<file path="src/rtl/robo_sequenciador.sv">
`default_nettype none
// ============================================================================
// Module   : robo_sequenciador
// Brief    : Serialises level commands (avancar/girar/remover) into start/done
//            actuator operations with timeout, stuck detection and step count.
//            Optional ROBO_SEQ_STATS_EN adds giros_total / remocoes_total.
// Revision : 1.0 - initial release
// ============================================================================
module robo_sequenciador #(
    parameter int TIMEOUT_CYCLES = 255,
    parameter int MAX_GIROS      = 4,
    parameter int PASSOS_W       = 16
) (
    input  logic                clock,
    input  logic                reset,
    input  logic                enable,
    input  logic                avancar,
    input  logic                girar,
    input  logic                remover,
    input  logic                clear_fault,
    input  logic                act_done,
    output logic                act_start,
    output logic [1:0]          act_op,
    output logic                busy,
    output logic                cmd_ack,
    output logic                stuck,
    output logic                timeout_err,
    output logic [PASSOS_W-1:0] passos
`ifdef ROBO_SEQ_STATS_EN
    ,
    output logic [PASSOS_W-1:0] giros_total,
    output logic [PASSOS_W-1:0] remocoes_total
`endif
);

    localparam int c_timer_w = (TIMEOUT_CYCLES > 1) ? $clog2(TIMEOUT_CYCLES) : 1;
    localparam int c_giro_w  = $clog2(MAX_GIROS + 1);

    localparam logic [c_timer_w-1:0] c_timer_last = c_timer_w'(TIMEOUT_CYCLES - 1);
    localparam logic [c_giro_w-1:0]  c_giro_last  = c_giro_w'(MAX_GIROS - 1);

    localparam logic [1:0] c_op_none    = 2'b00;
    localparam logic [1:0] c_op_avancar = 2'b01;
    localparam logic [1:0] c_op_girar   = 2'b10;
    localparam logic [1:0] c_op_remover = 2'b11;

    typedef enum logic [1:0] {
        S_IDLE      = 2'd0,
        S_ISSUE     = 2'd1,
        S_WAIT_DONE = 2'd2,
        S_FAULT     = 2'd3
    } state_t;

    state_t                state_q, state_d;
    logic [1:0]            op_q, op_d;
    logic [c_timer_w-1:0]  timer_q, timer_d;
    logic [c_giro_w-1:0]   giro_q, giro_d;
    logic [PASSOS_W-1:0]   passos_q, passos_d;
    logic                  stuck_q, stuck_d;
    logic                  timeout_q, timeout_d;
    logic                  cmd_ack_q, cmd_ack_d;
`ifdef ROBO_SEQ_STATS_EN
    logic [PASSOS_W-1:0]   giros_total_q, giros_total_d;
    logic [PASSOS_W-1:0]   remocoes_q, remocoes_d;
`endif

    logic w_any_cmd;
    logic w_busy;

    assign w_any_cmd = avancar | girar | remover;
    assign w_busy    = (state_q == S_ISSUE) || (state_q == S_WAIT_DONE);

    always_comb begin
        state_d   = state_q;
        op_d      = op_q;
        timer_d   = timer_q;
        giro_d    = giro_q;
        passos_d  = passos_q;
        stuck_d   = stuck_q;
        timeout_d = timeout_q;
        cmd_ack_d = 1'b0;
`ifdef ROBO_SEQ_STATS_EN
        giros_total_d = giros_total_q;
        remocoes_d    = remocoes_q;
`endif

        case (state_q)
            S_IDLE: begin
                if (enable && w_any_cmd) begin
                    if (remover)      op_d = c_op_remover;
                    else if (girar)   op_d = c_op_girar;
                    else              op_d = c_op_avancar;
                    state_d = S_ISSUE;
                end
            end

            S_ISSUE: begin
                timer_d = '0;
                state_d = S_WAIT_DONE;
            end

            S_WAIT_DONE: begin
                timer_d = timer_q + 1'b1;
                // Completion has priority over a timeout landing in the same cycle.
                if (act_done) begin
                    cmd_ack_d = 1'b1;
                    state_d   = S_IDLE;
                    case (op_q)
                        c_op_avancar: begin
                            if (passos_q != '1) passos_d = passos_q + 1'b1;
                            giro_d = '0;
                        end
                        c_op_girar: begin
                            giro_d = giro_q + 1'b1;
                            if (giro_q == c_giro_last) begin
                                stuck_d = 1'b1;
                                state_d = S_FAULT;
                            end
`ifdef ROBO_SEQ_STATS_EN
                            if (giros_total_q != '1) giros_total_d = giros_total_q + 1'b1;
`endif
                        end
                        c_op_remover: begin
`ifdef ROBO_SEQ_STATS_EN
                            if (remocoes_q != '1) remocoes_d = remocoes_q + 1'b1;
`endif
                        end
                        default: ;
                    endcase
                end else if (timer_q == c_timer_last) begin
                    timeout_d = 1'b1;
                    state_d   = S_FAULT;
                end
            end

            S_FAULT: begin
                if (clear_fault) begin
                    state_d   = S_IDLE;
                    stuck_d   = 1'b0;
                    timeout_d = 1'b0;
                    giro_d    = '0;
                end
            end

            default: state_d = S_IDLE;
        endcase
    end

    always_ff @(posedge clock or posedge reset) begin
        if (reset) begin
            state_q   <= S_IDLE;
            op_q      <= c_op_none;
            timer_q   <= '0;
            giro_q    <= '0;
            passos_q  <= '0;
            stuck_q   <= 1'b0;
            timeout_q <= 1'b0;
            cmd_ack_q <= 1'b0;
`ifdef ROBO_SEQ_STATS_EN
            giros_total_q <= '0;
            remocoes_q    <= '0;
`endif
        end else begin
            state_q   <= state_d;
            op_q      <= op_d;
            timer_q   <= timer_d;
            giro_q    <= giro_d;
            passos_q  <= passos_d;
            stuck_q   <= stuck_d;
            timeout_q <= timeout_d;
            cmd_ack_q <= cmd_ack_d;
`ifdef ROBO_SEQ_STATS_EN
            giros_total_q <= giros_total_d;
            remocoes_q    <= remocoes_d;
`endif
        end
    end

    // op_q is only meaningful while an operation is in flight.
    assign act_start   = (state_q == S_ISSUE);
    assign busy        = w_busy;
    assign act_op      = w_busy ? op_q : c_op_none;
    assign cmd_ack     = cmd_ack_q;
    assign stuck       = stuck_q;
    assign timeout_err = timeout_q;
    assign passos      = passos_q;
`ifdef ROBO_SEQ_STATS_EN
    assign giros_total    = giros_total_q;
    assign remocoes_total = remocoes_q;
`endif

endmodule
`default_nettype wire

</file>
<file path="config.mk">
export PLATFORM = sky130hd
export DESIGN_NAME = robo_sequenciador
export DESIGN_NICKNAME = d
export VERILOG_FILES = /design/src/rtl/robo_sequenciador.sv
export SDC_FILE = /design/constraint.sdc
export NUM_CORES = 1
export LEC_CHECK = 0
export CAP_MARGIN = 5
export CORE_UTILIZATION = 45
export DETAILED_ROUTE_END_ITERATION = 10
export PLACE_DENSITY = 0.72
export SLEW_MARGIN = 20
export SYNTH_ARGS = -nofsm -noshare
export SYNTH_HDL_FRONTEND = slang
export SYNTH_SLANG_ARGS = --single-unit
</file>
<file path="constraint.sdc">
create_clock -name clock -period 1.69 [get_ports clock]
set_clock_uncertainty 0.15 [all_clocks]
set_input_delay 0.169 -clock clock [delete_from_list [all_inputs] [get_ports clock]]
set_output_delay 0.169 -clock clock [all_outputs]
set_load 0.1 [all_outputs]
</file>
## Word-level counts from Yosys, hierarchy flattened

Cells that the tools add are included.
W data, S select, Z words.

| operators by class | value |
|---|---|
| add/subtract/negate cells | 3 |
| equality and inequality tests | 17 |
| multiplexer cells | 25 |
| bitwise logic cells | 2 |
| reductions and logical operators | 11 |

Operator list:

| cell | number |
|---|---|
| $mux W2 | 9 |
| $add A16 B1 Y16 const B | 1 |
| $ne A16 B16 Y1 const B | 1 |
| $pmux W8 S2 | 1 |
| $pmux W3 S2 | 2 |
| $reduce_and A4 Y1 | 3 |
| $add A8 B1 Y8 const B | 1 |
| $eq A8 B8 Y1 const B | 1 |
| $mux W1 | 8 |
| $ne A2 B2 Y1 const B | 4 |
| $pmux W2 S4 | 1 |
| $eq A2 B2 Y1 const B | 3 |
| $mux W3 | 2 |
| $ne A2 B1 Y1 const B | 3 |
| $reduce_and A5 Y1 | 1 |
| $eq A2 B1 Y1 const B | 2 |
| $pmux W1 S2 | 2 |
| $reduce_bool A2 Y1 | 2 |
| $add A3 B1 Y3 const B | 1 |
| $eq A3 B2 Y1 const B | 1 |
| $ne A3 B1 Y1 const B | 1 |
| $ne A3 B2 Y1 const B | 1 |
| $reduce_and A3 Y1 | 1 |
| $logic_not A2 Y1 | 1 |
| 4 further kinds | 5 |

| storage, ports and cells | value |
|---|---|
| register bits | 34 |
| input bits | 8 |
| output and inout bits | 23 |
| word-level logic and storage cells | 66 |

## Depth between registers and ports, before layout

Gate-level depths: netlist of run 1.

| logic depth | value |
|---|---|
| word-level depth | 5 |
| gate-level depth with buffers | 7 |
| depth with buffers taken out | 6 |

## Worst setup path after synthesis of run 1

OpenSTA, ideal clock, no wires.

| path | value |
|---|---|
| path kind | register to output |
| start | reg state_q[0] |
| end | out act_op[0] |
| data arrival time | 2.476 ns |
| required time | 1.371 ns |
| slack | -1.105 ns |
| cell stages (with the launch flop) | 5 |
| buffers on the path | 1 |
| cells stage by stage | dfrtp_1 inv_1 ha_1 clkbuf_1 and2_1 |

| on the way | value |
|---|---|
| longest elaborated chain between the ends | 3 |
| elaborated cells on any way between the ends | 4 |
| classes of those cells | 2 x eq/ne; 1 x mux; 1 x reduce/logical |

Ends and longest elaborated chain:

| item | line | RTL |
|---|---|---|
| start, declared | 54 | `state_t state_q, state_d;` |
| start signal, assigned | 164 | `state_q <= state_d;` |
| $eq A2 B1 Y1 or $eq A2 B2 Y1 (tied branches) | 71 | `assign w_busy = (state_q == S_ISSUE) \|\| (state_q == S_WAIT_DONE);` |
| $logic_or A1 B1 Y1 * | 71 |  |
| named net busy | 24 | `output logic busy,` |
| $mux W2 * | 182 | `assign act_op = w_busy ? op_q : c_op_none;` |
| end, declared | 23 | `output logic [1:0] act_op,` |

Mark *: on every way through the listed nets, which the timed path passes. The rest lies on a longest branch.

## Final worst setup path of run 1

| path | value |
|---|---|
| start | reg state_q[1] |
| end | reg passos_q[15] (netlist: passos[15]) |

| on the way | value |
|---|---|
| longest elaborated chain between the ends | 2 |

Ends and longest elaborated chain:

| item | line | RTL |
|---|---|---|
| $eq A2 B2 Y1 | 87 | `case (state_q)` |
| $reduce_and A4 Y1 (no source line) | -- |  |
| end signal, assigned | 168 | `passos_q <= passos_d;` |
| end, declared | 58 | `logic [PASSOS_W-1:0] passos_q, passos_d;` |

No other way between the ends.
A chain may end at the register's enable or synchronous reset.

==> results of run 1 <==
[critical path, stage by stage, from the launching register on]
cell and delay [ns]:
dfrtp_2 0.43, buf_4 0.14, ha_4 0.12, and4b_2 0.28
nand4_1 0.17, nor4_2 0.32, xor2_1 0.18
[path summary, 6_finish.rpt]
| check | startpoint | end | slack [ns] | depth (start not counted) |
|---|---|---|---|---|
| worst max-delay path | state_q[1]$_DFFE_PP0P_ | passos[15]$_DFFE_PP0P_ | -0.19 | 6 |
| worst min-delay path | reset | timer_q[3]$_DFFE_PP0N_ | 0.13 | 3 |
| worst max register to register | state_q[1]$_DFFE_PP0P_ | passos[15]$_DFFE_PP0P_ | -0.19 | 6 |
| worst min register to register | timer_q[6]$_DFFE_PP0N_ | timer_q[6]$_DFFE_PP0N_ | 0.37 | 1 |
| max in group asynchronous | reset | passos[5]$_DFFE_PP0P_ | 0.92 | 3 |
| min in group clock | timer_q[6]$_DFFE_PP0N_ | timer_q[6]$_DFFE_PP0N_ | 0.37 | 1 |
[report_power, final]
| part | total, µW | internal, µW | switching, µW |
|---|---|---|---|
| logic | 3260 | 1370 | 1890 |
| registers | 1130 | 959 | 173 |
| clock network | 627 | 329 | 299 |
[state kept, by name, summed over array words and instances (netlist names)]
signal / count
passos: 16
timer_q: 8
giro_q: 3
op_q: 2
state_q: 2
cmd_ack: 1
stuck: 1
timeout_err: 1
[layout by cell type (no fill, tap or decap), types with 7 or more instances in the layout]
cell,instances
buf_12,23
buf_4,47
clkdlybuf4s50_1,7
dfrtp_1,17
dfrtp_4,13
inv_1,7
nand2_1,20
nand4_1,9
nor2_1,7
o21ai_0,7
xor2_1,9
[repair_timing]
action / CTS / global route
gates resized for setup: 15 / 20
endpoints found under the setup margin: 23 / 29
setup buffers: 8 / 16
hold endpoints to repair: 0 / 0
pin swaps: 7 / 25
[final cells by class]
cell class	count	area (µm²)
sequential	34	905
fill	197	634
clock buffer	7	86.3
multi-input combinational	137	1140
clock inverter	1	5.00
inverter	10	37.5
timing repair buffer	81	932
tap	48	60.1
[cell families (layout without fill, tap and decap cells)]
group | after synthesis | count (layout) | share of synthesized area
compound gates | 31 | 31 | 0.120
xor+xnor | 17 | 17 | 0.0805
fa+ha+maj | 11 | 11 | 0.0744
buf+inv | 14 | 99 | 0.0304
flops | 34 | 34 | 0.460
mux | 4 | 4 | 0.0237
simple gates | 74 | 74 | 0.211
[per-stage QoR]
stage	worst slack (ns)	total power (µW)	cells
final	-0.192	5020	318
after global routing	-0.301	5230	318
after CTS	-0.139	4790	303
after detailed placement	-0.158	3960	287
after global placement	-0.0421	3850	287
after floorplan	-0.230	3020	185
[synthesized netlist by cell type (all sizes together) (2+ instances only)]
library cell / n
and2: 3
xor2: 9
or3: 2
nor4: 3
a31oi: 4
nand3: 9
and3: 2
nand2: 22
a21oi: 6
inv: 10
mux2: 3
ha: 11
a21o: 2
nor3b: 2
clkbuf: 3
xnor2: 8
nor2: 9
and4: 2
dfrtp: 34
nand4: 10
o21ai: 8
nor3: 5
nor2b: 3
[layer usage]
layer / part of all wire / routed length, µm / vias up
met1: 0.37 / 2170 / 882
met5: 0 / 0 / -
li1: - / - / 831
met2: 0.54 / 3150 / 96
met3: 0.055 / 319 / 22
met4: 0.034 / 197 / 0
==> impl_results.md, run 1 <==
* # IOs at 31
* Syn avg cell area at 10.0 µm²
* Root Driver: clkbuf_8
* Area leader, netlist: dfrtp_1
* H-Tree Depth at 2
* Layout cells sized above 1 at 0.522
* Slew at the pin closest to its max-slew limit at 0.434 ns
* Area post-placement at 0.00274 mm²
* Most Crowded Layer GR: met2
* TNS Setup at -2.50 ns
* Failing checks: setup timing
* Top cells by area, synth: dfrtp_1, ha_1, nand2_1
* Crit path required time at 1.75 ns
* Mapped cell area at 0.00185 mm²
* Routability congestion estimate at 0.819
* Syn. warnings at 0
* Crit path launch type: flip-flop
* Area share of the largest cell type after synthesis at 0.460
* Die ar. at 0.00437 mm²
* Worst min path class: in2async
* Initial DRC count at 107
* Post-synth ARST share at 1.00
* Worst vdd ir at 2.42 mV
* Vert. Die Dim at 66.1 µm
* Die Wd at 66.1 µm
* Max-cap violations at 0
* Cell count after synthesis at 185
* Row count at 22
* Drt pass-1 iters at 4
* Global routing usage on met3 at 0.0500
* Hold Buf Count CTS at 0
* Final Cell Area at 0.00316 mm²
* Crit path max fanout at 5
* Num CTS Buffers at 5
* Count of final setup violators at 26
* Initial antenna violation count at 0
* Pwr/cell area at 1590 mW/mm²
* Hpwl dp at 3.50 mm
* Clk_lat worst skew at 0.29 ns
* Overall routing resource usage at 0.265
* Final slew viol count at 0
* Syn_nets at 204
* Met2 usage at 0.490
* Unique masters post-synth at 40
* Synth Register Bits at 34
* Worst EP arrival at 1.94 ns
* Area Overhead vs Synth at 71.1%
* Layout Nets at 288
* Post-synthesis sequential area ratio at 0.460
* N_diodes at 0
* Period Utilization, post-route at 1.11
* Max Freq at 531 MHz
* Clock slew at reported path FFs at 0.07 ns
* CP Capture Type: flip-flop
* Number of buffers added on ports at 30
* Worst Setup Path Type: reg2reg
* Max transition margin at 0.711
* Hold slack final at 0.126 ns
* Final hold vios at 0
* Worst Setup Slack, final at -0.192 ns
* Met1 usage at 0.289
* WL per Instance at 18.3 µm
* Core ar. at 0.00380 mm²
* Largest net degree at the start of global routing at 35
* Status: finished with violations
* Number of global-route vias before repair at 1809
* Final min period at 1.88 ns
* Total wire length at 5.83 mm
* Most used DFF post-synth: dfrtp_1
* Final core utilization at 0.833
* RSZ-0062 raised after global routing: yes
* Initial core utilization at 0.487
* TritonCTS Sinks at 34
* First-pass GRT wire length at 8.49 mm
* Final ANT Viol Nets at 0
* Via-per-instance ratio at 5.76
* DR DRC count at 0
* Maximum clock path buffer count at 2
* CTS tree: done
* Global route total overflow at 0
* Vias at 1831
* Number of synthesized flops with an enable pin at 0
* LEAKAGE at 0.00139 µW
No activity file was read; power rests on OpenSTA's default activity.
==> inputs of run 2 (changes only) <==
- CORE_ASPECT_RATIO: not set -> 0.7
==> run 2 against run 1 <==
Compared with the run above: the flow still finishes with violations (setup timing); hold slack about the same; flip-flop and latch count unchanged; critical path depth is the same; global-route usage about the same; via count increased by 3.5%; critical endpoint is now passos[13]$_DFFE_PP0P_; highest routed layer unchanged.
==> impl_results.md, run 2 (synthesis results as in run 1) <==
* Status: finished with violations
* Failing checks: setup timing
* Hpwl dp at 3.60 mm (+2.9%)
* Max Freq at 509 MHz (-4.2%)
* Vert. Die Dim at 55.6 µm (-16%)
* H-Tree Depth at 2 (unchanged)
* Vias at 1896 (+3.5%)
* Crit path required time at 1.76 ns (about the same)
* Pwr/cell area at 1680 mW/mm² (+5.9%)
* Die ar. at 0.00437 mm² (about the same)
* Worst EP arrival at 2.03 ns (+0.09 ns)
* Overall routing resource usage at 0.266 (+0.000423)
* Maximum clock path buffer count at 2 (unchanged)
* Worst min path class: in2async
* Number of buffers added on ports at 30 (unchanged)
* Core ar. at 0.00392 mm² (+3.3%)
* Final slew viol count at 0 (unchanged)
* Clock slew at reported path FFs at 0.07 ns (about the same)
* TritonCTS Sinks at 34 (unchanged)
* Routability congestion estimate at 0.835 (+1.9%)
* Crit path launch type: flip-flop
* Drt pass-1 iters at 5 (+1)
* Hold slack final at 0.126 ns (+0.000132 ns)
* R2R Path Start: passos[4]$_DFFE_PP0P_
* Number of global-route vias before repair at 1781 (-1.5%)
* R2R Setup Slk at -0.27 ns (-0.08 ns)
* Via-per-instance ratio at 5.83 (+1.3%)
* Final ANT Viol Nets at 0 (unchanged)
* Sequential Area at 905 µm² (unchanged)
* Layout Nets at 291 (+1.0%)
* # IOs at 31 (unchanged)
* Final non-filler cell total at 325 (+2.2%)
* Final core utilization at 0.856 (+0.0225)
* Initial DRC count at 135 (+26%)
* Area Overhead vs Synth at 81.5%
* Final min period at 1.96 ns (+0.0819 ns)
* RSZ-0062 raised after global routing: yes
* Period Utilization, post-route at 1.16 (+0.0484)
* Slew at the pin closest to its max-slew limit at 0.488 ns (+0.0545 ns)
* Final hold vios at 0 (unchanged)
* Clk_lat worst skew at 0.30 ns (about the same)
* First-pass GRT wire length at 8.73 mm (+2.8%)
* Max-cap violations at 0 (unchanged)
* Die Wd at 78.6 µm (+19%)
* Num CTS Buffers at 5 (unchanged)
* CP Capture Type: flip-flop
* R2r worst-path depth at 6 (unchanged)
* CTS tree: done
* Most common cell after layout, fill and taps aside: buf_4
* Worst Setup Path Type: reg2reg
* Layout cells sized above 1 at 0.546 (+0.0236)
* Count of final setup violators at 28 (+7.7%)
* Hold Buf Count CTS at 0 (unchanged)
* Row count at 19 (-14%)
* LEAKAGE at 0.00146 µW (+5.0%)
* TNS Setup at -3.47 ns (-0.969 ns)
* N_diodes at 0 (unchanged)
* Global route total overflow at 0 (unchanged)
* FF-to-FF End: passos[13]$_DFFE_PP0P_
* Number of flip-flops in the largest register at 16 (unchanged)
* Initial antenna violation count at 0 (unchanged)
* Area of the multi-input gates at 0.00124 mm² (+9.3%)
* Initial core utilization at 0.471 (-0.0154)
* Root Driver: clkbuf_8
* DR DRC count at 0 (unchanged)
* WL per Instance at 21.0 µm (+15%)
* Fillers at 174 (-12%)
* Placed insts at 297 (+3.5%)
* Max transition margin at 0.671 (-0.0398)
* Worst vdd ir at 1.95 mV (-19%)
* Crit path max fanout at 6 (+1)
* Total wire length at 6.84 mm (+17%)
* Most frequent cells in the layout: buf_4, buf_12, dfrtp_1, nand2_1, dfrtp_4
* Largest net degree at the start of global routing at 35 (unchanged)
* Worst Setup Slack, final at -0.274 ns (-0.0819 ns)
## run 2: cell type report
| cell class | instances | area share |
|---|---|---|
| tap | 52 | 0.0194 |
| sequential | 34 | 0.270 |
| timing repair buffer | 84 | 0.296 |
| clock buffer | 8 | 0.0328 |
| multi-input combinational | 137 | 0.371 |
| inverter | 10 | 0.0112 |
## run 2: worst max path at each step
stage                                      start                      to  slack (ns)  cells past startpoint
after floorplan            passos[0]$_DFFE_PP0P_  passos[13]$_DFFE_PP0P_       -0.23                      5
after global placement    state_q[0]$_DFFE_PP0P_  passos[15]$_DFFE_PP0P_       -0.04                      6
after detailed placement  state_q[0]$_DFFE_PP0P_  passos[13]$_DFFE_PP0P_       -0.17                      6
after CTS                 state_q[0]$_DFFE_PP0P_  passos[13]$_DFFE_PP0P_       -0.14                      6
after global routing      state_q[0]$_DFFE_PP0P_  passos[15]$_DFFE_PP0P_       -0.31                      6
final                      passos[4]$_DFFE_PP0P_  passos[13]$_DFFE_PP0P_       -0.27                      6
## run 2: power by group
group | internal, µW | switching, µW
sequential | 959 | 188
clock | 411 | 311
combinational | 1660 | 2120
## run 2: stage by stage
stage	setup slack [ns]	power [µW]	instance area (µm²)
3_3_place_gp	-0.0370	3880	2790
5_1_grt	-0.311	5810	3360
6_report	-0.274	5640	3360
4_1_cts	-0.138	4870	3040
3_5_place_dp	-0.167	3970	2790
2_1_floorplan	-0.230	3020	1980
## run 2: layer usage
metal	up-vias	global-route usage	wire, µm
met1	953	0.344	2870
met4	0	0.0926	117
met3	20	0.0705	404
met5	-	0	0
met2	91	0.431	3440
li1	832	-	-
## run 2: repair_timing
| action | CTS | global route |
|---|---|---|
| pin swaps | 12 | 18 |
| resized for setup | 14 | 46 |
| buffers inserted | 9 | 12 |
| setup endpoints to repair | 25 | 32 |
## run 2: critical path, stage by stage (launching register included)
cell	delay [ns]
dfrtp_4	0.43
buf_4	0.17
and4_2	0.32
nand4_1	0.24
buf_4	0.23
nor3_4	0.18
xor2_1	0.17
==> patch: new RTL, flow settings as in run 1 <==
`TIMEOUT_CYCLES`: 255 -> 510.
--- a/src/rtl/robo_sequenciador.sv
+++ b/src/rtl/robo_sequenciador.sv
@@ -7,7 +7,7 @@
 // Revision : 1.0 - initial release
 // ============================================================================
 module robo_sequenciador #(
-    parameter int TIMEOUT_CYCLES = 255,
+    parameter int TIMEOUT_CYCLES = 510,
     parameter int MAX_GIROS      = 4,
     parameter int PASSOS_W       = 16
 ) (
Function: no difference found for any inputs over 10 cycles, from zero or initial values and one cycle with reset high; that may be too few to reach the edited logic, so the function may still have changed.
==> patch against run 1 <==
  * The run still ends with setup timing left
  * Wire length up 2.8%
  * Global-route usage up 0.40 points
  * Total power decreased by 2.6%
  * Sequential cell count up 1
  * Area after synthesis up 4.6%
  * Cell area increased by 6.5%
  * Maximum frequency grew 0.59%
  * Setup slack improved by 0.011 ns
  * Highest routed layer unchanged
==> patch: results (changes against run 1) <==
Outcome
  – Status: finished with violations (unchanged)
  – Failing checks: setup timing (unchanged)

Global route
  – Vias in the first global route: 1934 (was 1809)
  – Gr usage total: 26.9% (was 26.5%)
  – First-pass GRT wire length: 8940 um (was 8490 um)
  – GRT met3 Usage: 4.56% (was 5.00%)
  – GR Util met2: 52.7% (was 49.0%)

Route
  – WL met3: 241 um (was 319 um)
  – Wire length on met1: 2230 um (was 2170 um)
  – WL/cell: 18.1 um (was 18.3 um)
  – First DRT Iteration DRCs: 111 (was 107)

Logic synthesis
  – Netlist cell types: 45 (was 40)
  – Multiplexer share of the synthesized area: 4.14% (was 2.37%)
  – Area contributors post-synth: dfrtp_1 (45%), ha_1 (6.5%), nand2_1 (3.7%) (was dfrtp_1 (46%), ha_1 (7.4%), nand2_1 (4.5%))
  – Syn_nets: 211 (was 204)
  – Synth Area in Adders: 6.47% (was 7.44%)
  – Synth top cells by count: dfrtp_1 (35), nand2_1 (19), inv_1 (13) (was dfrtp_1 (34), nand2_1 (22), ha_1 (11))

Placement
  – DP Wirelength: 3840 um (was 3500 um)
  – Placed cell areas: 2980 um2 (was 2740 um2)
  – Placed Instances: 310 (was 287)

Timing
  – TNS Setup: -2.11 ns (was -2.50 ns)
  – Final WS setup: -0.181 ns (was -0.192 ns)
  – Final setup vio count: 25 (was 26)

Pwr
  – Peak VDD IR: 1740 uV (was 2420 uV)
  – PwrDens: 1450 nW/um2 (was 1590 nW/um2)
  – Sw power: 2250 uW (was 2360 uW)
  – Leak: 0.00147 uW (was 0.00139 uW)

Finish
  – Layout cells sized above 1: 53.0% (was 52.2%)

Worst setup path
  – Max FO, Critical Path: 3 (was 5)
  – Worst r2r src: passos[4]$_DFFE_PP0P_ (was state_q[1]$_DFFE_PP0P_)
==> patch: cell types whose count changed after synthesis, moves of 3 or more <==
cell	run 1	this run
a31oi_1	4	1
and3_1	1	4
buf_2	0	3
inv_1	10	13
nand2_1	22	19
nand3_1	9	6
==> patch: power by group through the flow <==
| stage | combinational, uW | sequential, uW | clock, uW |
|---|---|---|---|
| after floorplan | 1450 | 1440 | 0 |
| after global placement | 2760 | 1110 | 0 |
| after detailed placement | 2830 | 1120 | 0 |
| after CTS | 3050 | 1100 | 594 |
| after global routing | 3320 | 1130 | 642 |
| final | 3170 | 1120 | 604 |
==> patch: worst paths after layout <==
kind	end	slack (ns)	depth (start not counted)
worst min register to register	giro_q[2]$_DFFE_PP0P_	0.39	1
max in group asynchronous	passos[15]$_DFFE_PP0P_	1.12	3
worst max register to register	passos[15]$_DFFE_PP0P_	-0.14	4
min in group clock	giro_q[2]$_DFFE_PP0P_	0.39	1
worst min-delay path	passos[9]$_DFFE_PP0P_	0.07	3
worst max-delay path	act_op[0]	-0.18	6
==> patch: what timing repair did <==
| item | in CTS | in global routing |
|---|---|---|
| buffers inserted | 11 | 5 |
| endpoints found under the setup margin | 25 | 31 |
| pin swaps | 21 | 15 |
| hold buffers | 0 | 0 |
| endpoints found under the hold margin | 0 | 0 |
| resized for setup | 30 | 14 |
==> patch: final cells by class <==
type,count,area (um2)
inverter,13,56.3
clock inverter,1,5.00
clock buffer,7,76.3
fill,205,687
timing repair buffer,84,978
multi-input combinational,141,1260
sequential,35,930
tap,50,62.6
==> patch: worst max-delay path: cells and delay by family (launching register included) <==
family                     cells  cell delay, ns
buffers and inverters          4            0.48
DFF                            1            0.44
adders and majority gates      1            0.21
and+or+nand+nor                1            0.14
